### src/rtl/ethernet_checksum_arbiter.sv
// Two-requester round-robin arbiter feeding a 64-bit one's-complement
// checksum engine; one frame at a time, result held until consumed.
module ethernet_checksum_arbiter #(
  parameter int P_MAX_BEATS = 190
) (
  input  logic        i_clk,
  input  logic        i_reset,
  input  logic        i_req0_tvalid,
  input  logic [63:0] i_req0_tdata,
  input  logic [7:0]  i_req0_tkeep,
  input  logic        i_req0_tlast,
  input  logic [15:0] i_req0_seed,
  output logic        o_req0_tready,
  input  logic        i_req1_tvalid,
  input  logic [63:0] i_req1_tdata,
  input  logic [7:0]  i_req1_tkeep,
  input  logic        i_req1_tlast,
  input  logic [15:0] i_req1_seed,
  output logic        o_req1_tready,
  output logic [15:0] o_csum,
  output logic        o_csum_id,
  output logic        o_csum_err,
  output logic        o_csum_valid,
  input  logic        i_csum_ready
);

  localparam int LP_CW = $clog2(P_MAX_BEATS + 1);
  localparam logic [LP_CW-1:0] LP_LAST = LP_CW'(P_MAX_BEATS - 1);

  typedef enum logic [2:0] {
    S_IDLE,
    S_ACCUM,
    S_DRAIN,
    S_FOLD,
    S_HOLD
  } state_t;

  state_t            r_state;
  state_t            w_next;
  logic              r_rr;
  logic              r_grant;
  logic              r_err;
  logic [18:0]       r_acc;
  logic [LP_CW-1:0]  r_cnt;
  logic [15:0]       r_csum;
  logic              r_csum_id;
  logic              r_csum_err;
  logic              r_csum_valid;

  logic              w_busy;
  logic              w_any;
  logic              w_sel;
  logic [15:0]       w_seed;
  logic              w_tvalid;
  logic [63:0]       w_tdata;
  logic [7:0]        w_tkeep;
  logic              w_tlast;
  logic              w_hs;
  logic              w_at_max;
  logic [7:0]        w_byte [8];
  logic [15:0]       w_word [4];
  logic [18:0]       w_sum;
  logic [16:0]       w_t;
  logic [15:0]       w_f;

  assign w_busy = (r_state == S_ACCUM) || (r_state == S_DRAIN);

  assign o_req0_tready = w_busy && !r_grant;
  assign o_req1_tready = w_busy && r_grant;

  assign w_any = i_req0_tvalid || i_req1_tvalid;

  // Preferred requester wins if it is asking; otherwise the other one.
  always_comb begin
    w_sel = ~r_rr;
    if (r_rr ? i_req1_tvalid : i_req0_tvalid) begin
      w_sel = r_rr;
    end
  end

  assign w_seed   = w_sel ? i_req1_seed : i_req0_seed;
  assign w_tvalid = r_grant ? i_req1_tvalid : i_req0_tvalid;
  assign w_tdata  = r_grant ? i_req1_tdata : i_req0_tdata;
  assign w_tkeep  = r_grant ? i_req1_tkeep : i_req0_tkeep;
  assign w_tlast  = r_grant ? i_req1_tlast : i_req0_tlast;

  assign w_hs     = w_busy && w_tvalid;
  assign w_at_max = (r_cnt == LP_LAST);

  always_comb begin
    for (int k = 0; k < 8; k++) begin
      w_byte[k] = w_tkeep[k] ? w_tdata[8*k +: 8] : 8'h00;
    end
  end

  // Earlier wire byte lands in the upper half of each 16-bit word.
  always_comb begin
    for (int j = 0; j < 4; j++) begin
      w_word[j] = {w_byte[2*j], w_byte[2*j+1]};
    end
  end

  assign w_sum = {3'b000, r_acc[15:0]}
               + {16'h0000, r_acc[18:16]}
               + {3'b000, w_word[0]}
               + {3'b000, w_word[1]}
               + {3'b000, w_word[2]}
               + {3'b000, w_word[3]};

  assign w_t = {1'b0, r_acc[15:0]} + {14'h0000, r_acc[18:16]};
  assign w_f = w_t[15:0] + {15'h0000, w_t[16]};

  always_ff @(posedge i_clk or posedge i_reset) begin
    if (i_reset) begin
      r_state <= S_IDLE;
    end else begin
      r_state <= w_next;
    end
  end

  always_comb begin
    w_next = r_state;
    case (r_state)
      S_IDLE: begin
        if (w_any) begin
          w_next = S_ACCUM;
        end
      end
      S_ACCUM: begin
        if (w_hs) begin
          if (w_tlast) begin
            w_next = S_FOLD;
          end else if (w_at_max) begin
            w_next = S_DRAIN;
          end
        end
      end
      S_DRAIN: begin
        if (w_hs && w_tlast) begin
          w_next = S_FOLD;
        end
      end
      S_FOLD: begin
        w_next = S_HOLD;
      end
      S_HOLD: begin
        if (i_csum_ready) begin
          w_next = S_IDLE;
        end
      end
      default: begin
        w_next = S_IDLE;
      end
    endcase
  end

  always_ff @(posedge i_clk or posedge i_reset) begin
    if (i_reset) begin
      r_rr         <= 1'b0;
      r_grant      <= 1'b0;
      r_err        <= 1'b0;
      r_acc        <= 19'h0;
      r_cnt        <= '0;
      r_csum       <= 16'h0;
      r_csum_id    <= 1'b0;
      r_csum_err   <= 1'b0;
      r_csum_valid <= 1'b0;
    end else begin
      case (r_state)
        S_IDLE: begin
          if (w_any) begin
            r_grant <= w_sel;
            r_acc   <= {3'b000, w_seed};
            r_cnt   <= '0;
            r_err   <= 1'b0;
          end
        end
        S_ACCUM: begin
          if (w_hs) begin
            r_acc <= w_sum;
            r_cnt <= r_cnt + 1'b1;
            if (!w_tlast && w_at_max) begin
              r_err <= 1'b1;
            end
          end
        end
        S_FOLD: begin
          r_csum       <= ~w_f;
          r_csum_id    <= r_grant;
          r_csum_err   <= r_err;
          r_csum_valid <= 1'b1;
        end
        S_HOLD: begin
          if (i_csum_ready) begin
            r_csum_valid <= 1'b0;
            r_rr         <= ~r_grant;
          end
        end
        default: begin
        end
      endcase
    end
  end

  assign o_csum       = r_csum;
  assign o_csum_id    = r_csum_id;
  assign o_csum_err   = r_csum_err;
  assign o_csum_valid = r_csum_valid;

endmodule

### config.mk
export PLATFORM = sky130hd
export DESIGN_NAME = ethernet_checksum_arbiter
export DESIGN_NICKNAME = d
export VERILOG_FILES = /design/src/rtl/ethernet_checksum_arbiter.sv
export SDC_FILE = /design/constraint.sdc
export NUM_CORES = 1
export LEC_CHECK = 0
export ABC_AREA = 1
export CAP_MARGIN = 25
export CORE_UTILIZATION = 49
export DETAILED_ROUTE_END_ITERATION = 16
export PLACE_DENSITY = 0.79
export SLEW_MARGIN = 20
export SYNTH_ARGS = -nofsm -noshare
export SYNTH_HDL_FRONTEND = slang
export SYNTH_SLANG_ARGS = --single-unit
### constraint.sdc
create_clock -name i_clk -period 5.4 [get_ports i_clk]
set_input_delay 1.08 -clock i_clk [delete_from_list [all_inputs] [get_ports i_clk]]
set_output_delay 1.08 -clock i_clk [all_outputs]
set_load 0.05 [all_outputs]
After elaboration in Yosys (flattened, before gate mapping) --
Index checks and enable logic that the tools add are counted.
Word-level totals: flip-flop bits (word level) 52, input port bits 183, output and inout port bits 21, logic and storage cells 84
Cells by class: add/sub/neg operators 8, equality and inequality tests 11, mux-type cells 34, bitwise logic cells 3, reductions and logical operators 18
Operator list (number):
- 8-bit two-way mux | 11
- 64-bit two-way mux | 1
- 19-bit by 16-bit adder with 19-bit output | 2
- 19-bit two-way mux | 2
- 19-bit case mux with 2 select lines | 1
- 16-bit by 3-bit adder with 17-bit output | 2
- 18-bit by 16-bit adder with 19-bit output | 1
- 17-bit by 16-bit adder with 18-bit output | 1
- 3-bit two-way mux | 6
- 16-bit by 1-bit adder with 16-bit output | 1
- 16-bit two-way mux | 1
- 16-bit NOT | 1
- 8-bit case mux with 2 select lines | 1
- 3-bit case mux with 5 select lines | 1
- 8-bit by 1-bit adder with 8-bit output, second input constant | 1
- 8-bit equality test, second input constant | 1
- 1-bit two-way mux | 8
- 3-bit by 2-bit equality test with 1-bit output, second input constant | 2
- 2-bit != test, second input constant | 3
- 2-bit AND reduction | 3
- 1-bit logical AND | 5
- 5-bit AND reduction | 1
- 2-bit by 1-bit != test with 1-bit output, second input constant | 2
- 1-bit case mux with 2 select lines | 2
- other kinds (10) | 14

Logic depth before layout (Yosys ltp) --
Gate-level depths: netlist of run 1.
word-level depth 8, mapped depth 22, mapped depth without buffers 22

Worst setup path before layout of run 1 --
OpenSTA, ideal clock, no wires.
path type input-to-reg, from input i_req1_tkeep[7], to register r_acc[14], library setup time 87 ps, data arrival time 4333 ps, data required time 5313 ps, setup slack 980 ps, cell stages on the path 18, path buffers 0, cell sequence nand2_1 nand2_1 nand2_1 fa_1 inv_1 fa_1 inv_1 fa_1 inv_1 ha_1 fa_1 nand2_1 o21ai_0 nand3_1 nand3_1 a21oi_1 o21ai_0 a22oi_1
Between the ends: word-level cells in the longest chain between the ends 5
Ends and longest elaborated chain:
- start, declared | line 16 | input logic [7:0] i_req1_tkeep,
- 8-bit two-way mux | line 84 | assign w_tkeep = r_grant ? i_req1_tkeep : i_req0_tkeep;
- 8-bit two-way mux | line 92 | w_byte[k] = w_tkeep[k] ? w_tdata[8*k +: 8] : 8'h00;
- 19-bit by 16-bit adder with 19-bit output | line 108 | + {3'b000, w_word[3]};
- 19-bit two-way mux | line 179 | if (w_hs) begin
- 19-bit case mux with 2 select lines | line 169 | case (r_state)
- end signal, assigned | line 173 | r_acc <= {3'b000, w_seed};
- end signal, assigned | line 180 | r_acc <= w_sum;
- end, declared | line 43 | logic [18:0] r_acc;
Every way passes these cells. The select of a mux whose other input is x is not followed. A chain may end at the register's enable or synchronous reset.

Worst setup path after layout of run 1 --
from input i_req1_tkeep[1], to register r_acc[14]
Between the ends: word-level cells in the longest chain between the ends 8
Ends and longest elaborated chain:
- 8-bit two-way mux | line 84
- 8-bit two-way mux | line 92
- 17-bit by 16-bit adder with 18-bit output | line 105 | + {3'b000, w_word[0]}
- 18-bit by 16-bit adder with 19-bit output | line 106 | + {3'b000, w_word[1]}
- 19-bit by 16-bit adder with 19-bit output | line 107 | + {3'b000, w_word[2]}
- 19-bit by 16-bit adder with 19-bit output | line 108
- 19-bit two-way mux | line 179
- 19-bit case mux with 2 select lines | line 169
Every way passes these cells. The select of a mux whose other input is x is not followed.

==> out/results.txt, run 1 <==
status: complete, no violations
CTS tree: yes
Most used DFF post-synth: dfrtp_1
critical path cell sequence: clkdlybuf4s50_1 -> nand2_1 -> nand2_1 -> nand2_1 -> inv_1 -> fa_1 -> fa_1 -> inv_1 -> fa_1 -> inv_1 -> ha_1 -> fa_1 -> nand2_1 -> o21ai_0 -> nand3_1 -> nand3_1 -> a21oi_1 -> o21ai_0 -> a22oi_1
Final Setup Violations: 0
fin crit share: 91.7%
CP max stage cell: fa_1
RSZ-0062 raised after global routing: no
CP required: 5.61 ns
Post-DRT Antenna Nets: 0
final worst path period need: 4.95 ns
Netlist cell types: 36
Crit Path Category: input port to register
asr flop ratio synth: 100%
Residual DRC: 0
Clock Sinks: 52
htree depth: 2
ANT cells: 0
max-slew violations: 0
Post-CTS Resized: 0
Syn Inst Count: 1091
grt ovf: 0
drt wl/cell: 12.9 um
CP endpoint kind: register
Ys Warns: 0
full die area: 14400 um^2
Crit path max-delay family: adder cells
initial core utilization: 50.9%
register bit total from synthesis: 52
First DRT Iteration DRCs: 335
top cell type's share of synthesized area: 24.7%
layout cell share with drive strength beyond 1: 3.27%
first-pass iteration count of the detailed router: 4
initial antenna violation count: 0
cell area after synthesis: 6820 um^2
RePlAce Congestion: 0.905
DR vias: 7108
Critical path buffers and inverters: 4
Post-synth EDFFs: 0
Clock Path Buffers: 2
total track usage: 27.5%
io pins: 204
Core Box Area: 13400 um^2
crit-path max FO: 8
top post-synthesis cells by area: nand2_1, dfrtp_1, fa_1, inv_1, ha_1
GRT met1 Usage: 34.1%
Post-Place Cells: 1451
vias per std cell: 4.87
DP Area: 9040 um^2
Die X: 120 um
fin area: 9190 um^2
number of global-route vias before repair: 6981
Finished Layout Cells: 1459
Seq/Total Area, Yosys: 19.1%
Clk Latency, worst-skew pair: 0.29 ns
DRT Wirelength: 18.8 mm
CTS Buf Count: 5
commonest cells after routing, fill and taps aside: nand2_1, clkdlybuf4s50_1, inv_1
Hold Vio Cnt, Final: 0
Post-DP HPWL: 16.0 mm
Setup Skew: 0.00816 ns
floorplan row count: 42
grt met3 use: 2.76%
Worst setup SP type: input port
die height: 120 um
Hold Path Class: register to register
setup bufs post-CTS: 0
Layout area overhead: 34.8%
WP data arrival: 5.16 ns
leading area contributor after synthesis: nand2_1
cts hold-fix bufs: 0
largest net degree at the start of global routing: 65
Nets: 1553
Largest stage delay, worst path: 0.53 ns
worst relative slew slack: 48.6%
first-pass GRT wire length: 31.6 mm
most common cell after layout, fill and taps aside: nand2_1
max cap viols: 0
worst slew pin tran: 0.769 ns
GRT busiest layer: met2
hold slack final: 0.466 ns
Post-Syn Area per Cell: 6.25 um^2
Port Buffers: 203
Synth Net Count: 1362
CTS clk-pin slew, worst paths: 0.07 ns
Fmax achieved: 0.202 GHz
Final TNS setup: 0 ns
M2 GR Usage: 49.7%
CTS root buf: clkbuf_16
-- synth_stat cells (all sizes together), types with 4 or more instances --
| cell type | n |
|---|---|
| clkbuf | 22 |
| dfrtp | 52 |
| o21bai | 4 |
| a22oi | 4 |
| inv | 184 |
| o211ai | 5 |
| fa | 52 |
| nand3 | 60 |
| nand2 | 456 |
| a21oi | 26 |
| a31oi | 6 |
| o22ai | 5 |
| xor2 | 7 |
| ha | 36 |
| nand4 | 10 |
| buf | 7 |
| o21ai | 53 |
| nor2 | 82 |
-- per-layer routing --
metal | routed length, um | up-vias
met5 | 0 | -
met4 | 488 | 0
met3 | 897 | 27
met2 | 9230 | 213
li1 | - | 3724
met1 | 8200 | 3144
-- kinds of logic after synthesis --
group           count (synthesis)  share of synthesized area (%)
compound gates                114                           9.50
flops                          52                           19.1
buf+inv                       213                           12.0
fa+ha+maj                      88                           21.9
simple gates                  616                           36.5
xor+xnor                        8                           1.03
-- worst reg2reg max path, stage by stage (launching register included) --
cell,delay [ns]
dfrtp_2,0.41
inv_2,0.47
buf_4,0.33
nand2_1,0.07
nand2_1,0.06
nand2_1,0.07
fa_1,0.48
inv_1,0.05
fa_1,0.52
inv_1,0.05
fa_1,0.53
inv_1,0.04
ha_1,0.22
fa_1,0.45
nand2_1,0.12
o21ai_0,0.14
nand3_1,0.11
nand3_1,0.11
a21oi_1,0.14
o21ai_0,0.10
a22oi_1,0.14
-- registers in the layout, summed over array words and instances (netlist names), 3 cells and up --
| register | flops |
|---|---|
| r_cnt | 8 |
| r_acc | 19 |
| r_state | 3 |
| o_csum | 16 |
-- area by class of cell --
cell class | count | area [um^2]
Multi-Input combinational cell | 826 | 4700
Fill cell | 1186 | 4210
Timing Repair Buffer | 213 | 2130
Sequential cell | 52 | 1300
Inverter | 184 | 691
Tap cell | 176 | 220
Clock buffer | 7 | 143
Clock inverter | 1 | 7.51
-- through the flow --
stage | util, % | setup slack [ns]
6_report | 68.6 | 0.448
5_1_grt | 68.6 | 0.103
4_1_cts | 68.6 | 0.482
3_5_place_dp | 67.5 | 0.181
3_3_place_gp | 67.3 | 0.242
2_1_floorplan | - | 0.980
-- final timing paths --
check,to,slack [ns],start,cells after the start
setup / recovery,r_acc[14]$_DFFE_PP0P_,0.45,i_req1_tkeep[1],19
hold / removal,r_cnt[3]$_DFFE_PP0P_,0.47,r_cnt[3]$_DFFE_PP0P_,1
setup reg to reg,r_acc[14]$_DFFE_PP0P_,0.71,r_grant$_DFFE_PP0P_,20
hold reg to reg,r_cnt[3]$_DFFE_PP0P_,0.47,r_cnt[3]$_DFFE_PP0P_,1
max in group asynchronous,r_acc[3]$_DFFE_PP0P_,3.69,i_reset,3
min in group asynchronous,r_rr$_DFFE_PP0P_,1.16,i_reset,2
Power of run 1 is left out: the tool's default activity adds up to more than one toggle a clock period on the data nets, which glitch-free logic cannot reach.
==> run 2: changes to the inputs <==
--- a/config.mk
+++ b/config.mk
@@ -7,10 +7,11 @@
 export LEC_CHECK = 0
 export ABC_AREA = 1
 export CAP_MARGIN = 25
-export CORE_UTILIZATION = 49
+export CORE_UTILIZATION = 44
 export DETAILED_ROUTE_END_ITERATION = 16
-export PLACE_DENSITY = 0.79
+export PLACE_DENSITY = 0.74
 export SLEW_MARGIN = 20
 export SYNTH_ARGS = -nofsm -noshare
 export SYNTH_HDL_FRONTEND = slang
 export SYNTH_SLANG_ARGS = --single-unit
+export TNS_END_PERCENT = 100
==> constraint.sdc (replaced) <==
create_clock -name i_clk -period 4.45 [get_ports i_clk]
set_input_delay 0.89 -clock i_clk [delete_from_list [all_inputs] [get_ports i_clk]]
set_output_delay 0.89 -clock i_clk [all_outputs]
set_load 0.05 [all_outputs]
==> run 2 against run 1 <==
  * Critical path type unchanged
  * Clock skew is 0.0010 ns higher
  * Core utilization decreased by 2.0 points
  * Critical endpoint is now r_acc[17]$_DFFE_PP0P_
  * Count of clock-buffer cells in the layout shrank 2
  * Global-route usage decreased by 2.3 points
==> out/results.txt, run 2 (synthesized netlist as in run 1, its figures left out) <==
final worst path period need: 4.36 ns
WP data arrival: 4.60 ns (was 5.16 ns)
CP endpoint kind: register (unchanged)
CTS root buf: clkbuf_16 (unchanged)
floorplan row count: 45 (was 42)
initial core utilization: 45.0% (was 50.9%)
worst slew pin tran: 0.771 ns (was 0.769 ns)
Die X: 126 um (was 120 um)
max-slew violations: 0 (unchanged)
Hold Vio Cnt, Final: 0 (unchanged)
CP max stage cell: fa_1 (unchanged)
first-pass iteration count of the detailed router: 5 (was 4)
final-layout fill cell count: 1336 (was 1186)
RSZ-0062 raised after global routing: yes (was no)
Final Setup Violations: 0 (unchanged)
First DRT Iteration DRCs: 372 (was 335)
full die area: 16000 um^2 (was 14400 um^2)
cts hold-fix bufs: 0 (unchanged)
CP required: 4.69 ns (was 5.61 ns)
commonest cells after routing, fill and taps aside: nand2_1, clkdlybuf4s50_1, inv_1 (unchanged)
Nets: 1592 (was 1553)
layout cell share with drive strength beyond 1: 13.8% (was 3.27%)
number of global-route vias before repair: 7026 (was 6981)
critical path cell sequence: clkdlybuf4s50_1 -> nand2_2 -> nand2_4 -> nand2_2 -> fa_1 -> inv_1 -> fa_1 -> inv_1 -> fa_1 -> inv_1 -> ha_4 -> a21oi_4 -> a21boi_4 -> nand3_4 -> a21oi_2 -> xor2_1 -> nand2_1 -> nand2_1 (was clkdlybuf4s50_1 -> nand2_1 -> nand2_1 -> nand2_1 -> inv_1 -> fa_1 -> fa_1 -> inv_1 -> fa_1 -> inv_1 -> ha_1 -> fa_1 -> nand2_1 -> o21ai_0 -> nand3_1 -> nand3_1 -> a21oi_1 -> o21ai_0 -> a22oi_1)
CTS clk-pin slew, worst paths: 0.07 ns (about the same)
fin crit share: 98.0%
Fmax achieved: 0.229 GHz
CTS Buf Count: 5 (unchanged)
Setup Skew: 0.00918 ns (was 0.00816 ns)
RePlAce Congestion: 0.891 (was 0.905)
Layout area overhead: 47.9% (was 34.8%)
most common cell after layout, fill and taps aside: nand2_1 (unchanged)
ANT cells: 0 (unchanged)
Reg area: 1300 um^2 (unchanged)
largest net degree at the start of global routing: 78 (was 65)
Core Box Area: 15100 um^2 (was 13400 um^2)
Largest Register: r_acc (unchanged)
Crit path max-delay family: adder cells (unchanged)
Worst setup SP type: input port (unchanged)
DR vias: 7312 (was 7108)
Final WS setup: 0.0904 ns (was 0.448 ns)
drt wl/cell: 13.4 um (was 12.9 um)
vias per std cell: 4.84 (was 4.87)
Crit Path Category: input port to register (unchanged)
worst relative slew slack: 48.5% (was 48.6%)
Largest stage delay, worst path: 0.53 ns (about the same)
Residual DRC: 0 (unchanged)
Hold Path Class: register to register (unchanged)
first-pass GRT wire length: 32.7 mm (was 31.6 mm)
DRT Wirelength: 20.3 mm (was 18.8 mm)
total track usage: 25.2% (was 27.5%)
Critical path buffers and inverters: 4 (unchanged)
htree depth: 2 (unchanged)
crit-path max FO: 6 (was 8)
Clk Latency, worst-skew pair: 0.29 ns (about the same)
Port Buffers: 203 (unchanged)
multi-input logic area: 5240 um^2 (was 4700 um^2)
initial antenna violation count: 0 (unchanged)
status: complete, no violations (unchanged)
die height: 126 um (was 120 um)
grt ovf: 0 (unchanged)
Largest register FFs: 19 (unchanged)
io pins: 204 (unchanged)
max cap viols: 0 (unchanged)
Post-DP HPWL: 16.2 mm (was 16.0 mm)
CTS tree: yes (unchanged)
Clock Sinks: 52 (unchanged)
Setup WS pre-CTS: -0.621 ns (was 0.181 ns)
Clock Path Buffers: 2 (unchanged)
Post-DRT Antenna Nets: 0 (unchanged)
[run 2: changes by cell type in the layout (fill, tap and decap cells not counted), moves of 11 or more]
cell and delta:
nand2_2 +26, ha_1 -13, inv_2 +14, buf_4 +33, nand2_1 -36, inv_1 -14, a21oi_1 -14, ha_4 +11
[run 2: worst paths after layout]
kind                                      start                endpoint  slack, ns  cells past startpoint
setup / recovery                i_req0_tkeep[6]   r_acc[17]$_DFFE_PP0P_       0.09                     18
hold / removal             r_cnt[3]$_DFFE_PP0P_    r_cnt[3]$_DFFE_PP0P_       0.47                      1
setup reg to reg            r_grant$_DFFE_PP0P_   r_acc[11]$_DFFE_PP0P_       0.29                     20
hold reg to reg            r_cnt[3]$_DFFE_PP0P_    r_cnt[3]$_DFFE_PP0P_       0.47                      1
max in group asynchronous               i_reset     r_grant$_DFFE_PP0P_       2.74                      3
min in group asynchronous               i_reset  r_state[1]$_DFFE_PP0P_       0.94                      2
[run 2: metal layers]
| layer | GRT usage, % | wire (um) | vias up | share of wire [%] |
|---|---|---|---|---|
| met3 | 2.61 | 893 | 30 | 4.4 |
| met5 | 0 | 0 | - | 0 |
| met4 | 5.81 | 456 | 0 | 2.2 |
| met2 | 45.0 | 9990 | 224 | 49 |
| met1 | 32.8 | 8960 | 3254 | 44 |
| li1 | - | - | 3804 | - |
[run 2: cell type report]
type	instances	share of cell area, %
inverter	184	6.85
clock inverter	3	0.186
tap	188	2.33
clock buffer	5	1.24
sequential	52	12.9
timing repair buffer	252	24.6
multi-input combinational	826	51.9
[run 2: worst reg2reg max path, cell delays in order (launching register included)]
cell and delay, ns:
dfrtp_2 0.40, buf_12 0.27, nand2_1 0.19, nand2_2 0.13, buf_6 0.14, nand2_2 0.06, fa_1 0.49, inv_2 0.04
fa_1 0.51, inv_1 0.07, fa_1 0.49, inv_2 0.05, ha_4 0.24, a21oi_4 0.19, nand2_4 0.09, nand2_4 0.09
nand2_4 0.06, a21o_1 0.20, a21oi_2 0.13, o21ai_1 0.10, a21boi_1 0.15
[run 2: stage by stage]
stage | instances | area (um^2) | util [%] | hold slack [ns] | TNS (ns)
2_1_floorplan | 1091 | 6820 | - | 0.433 | 0
4_1_cts | 1504 | 9640 | 63.7 | 0.470 | 0
3_5_place_dp | 1496 | 9330 | 61.6 | 0.461 | -6.30
6_report | 1510 | 10100 | 66.6 | 0.472 | 0
5_1_grt | 1510 | 10100 | 66.6 | 0.493 | -0.299
3_3_place_gp | 1496 | 9330 | 61.6 | 0.447 | -5.41
[run 2: timing repair]
item	in CTS	in global routing
pin swaps	6	81
endpoints found under the setup margin	13	14
buffers inserted	0	6
endpoints found under the hold margin	0	0
gates resized for setup	41	107
cloned	0	0
Power of run 2 is left out for the same reason.
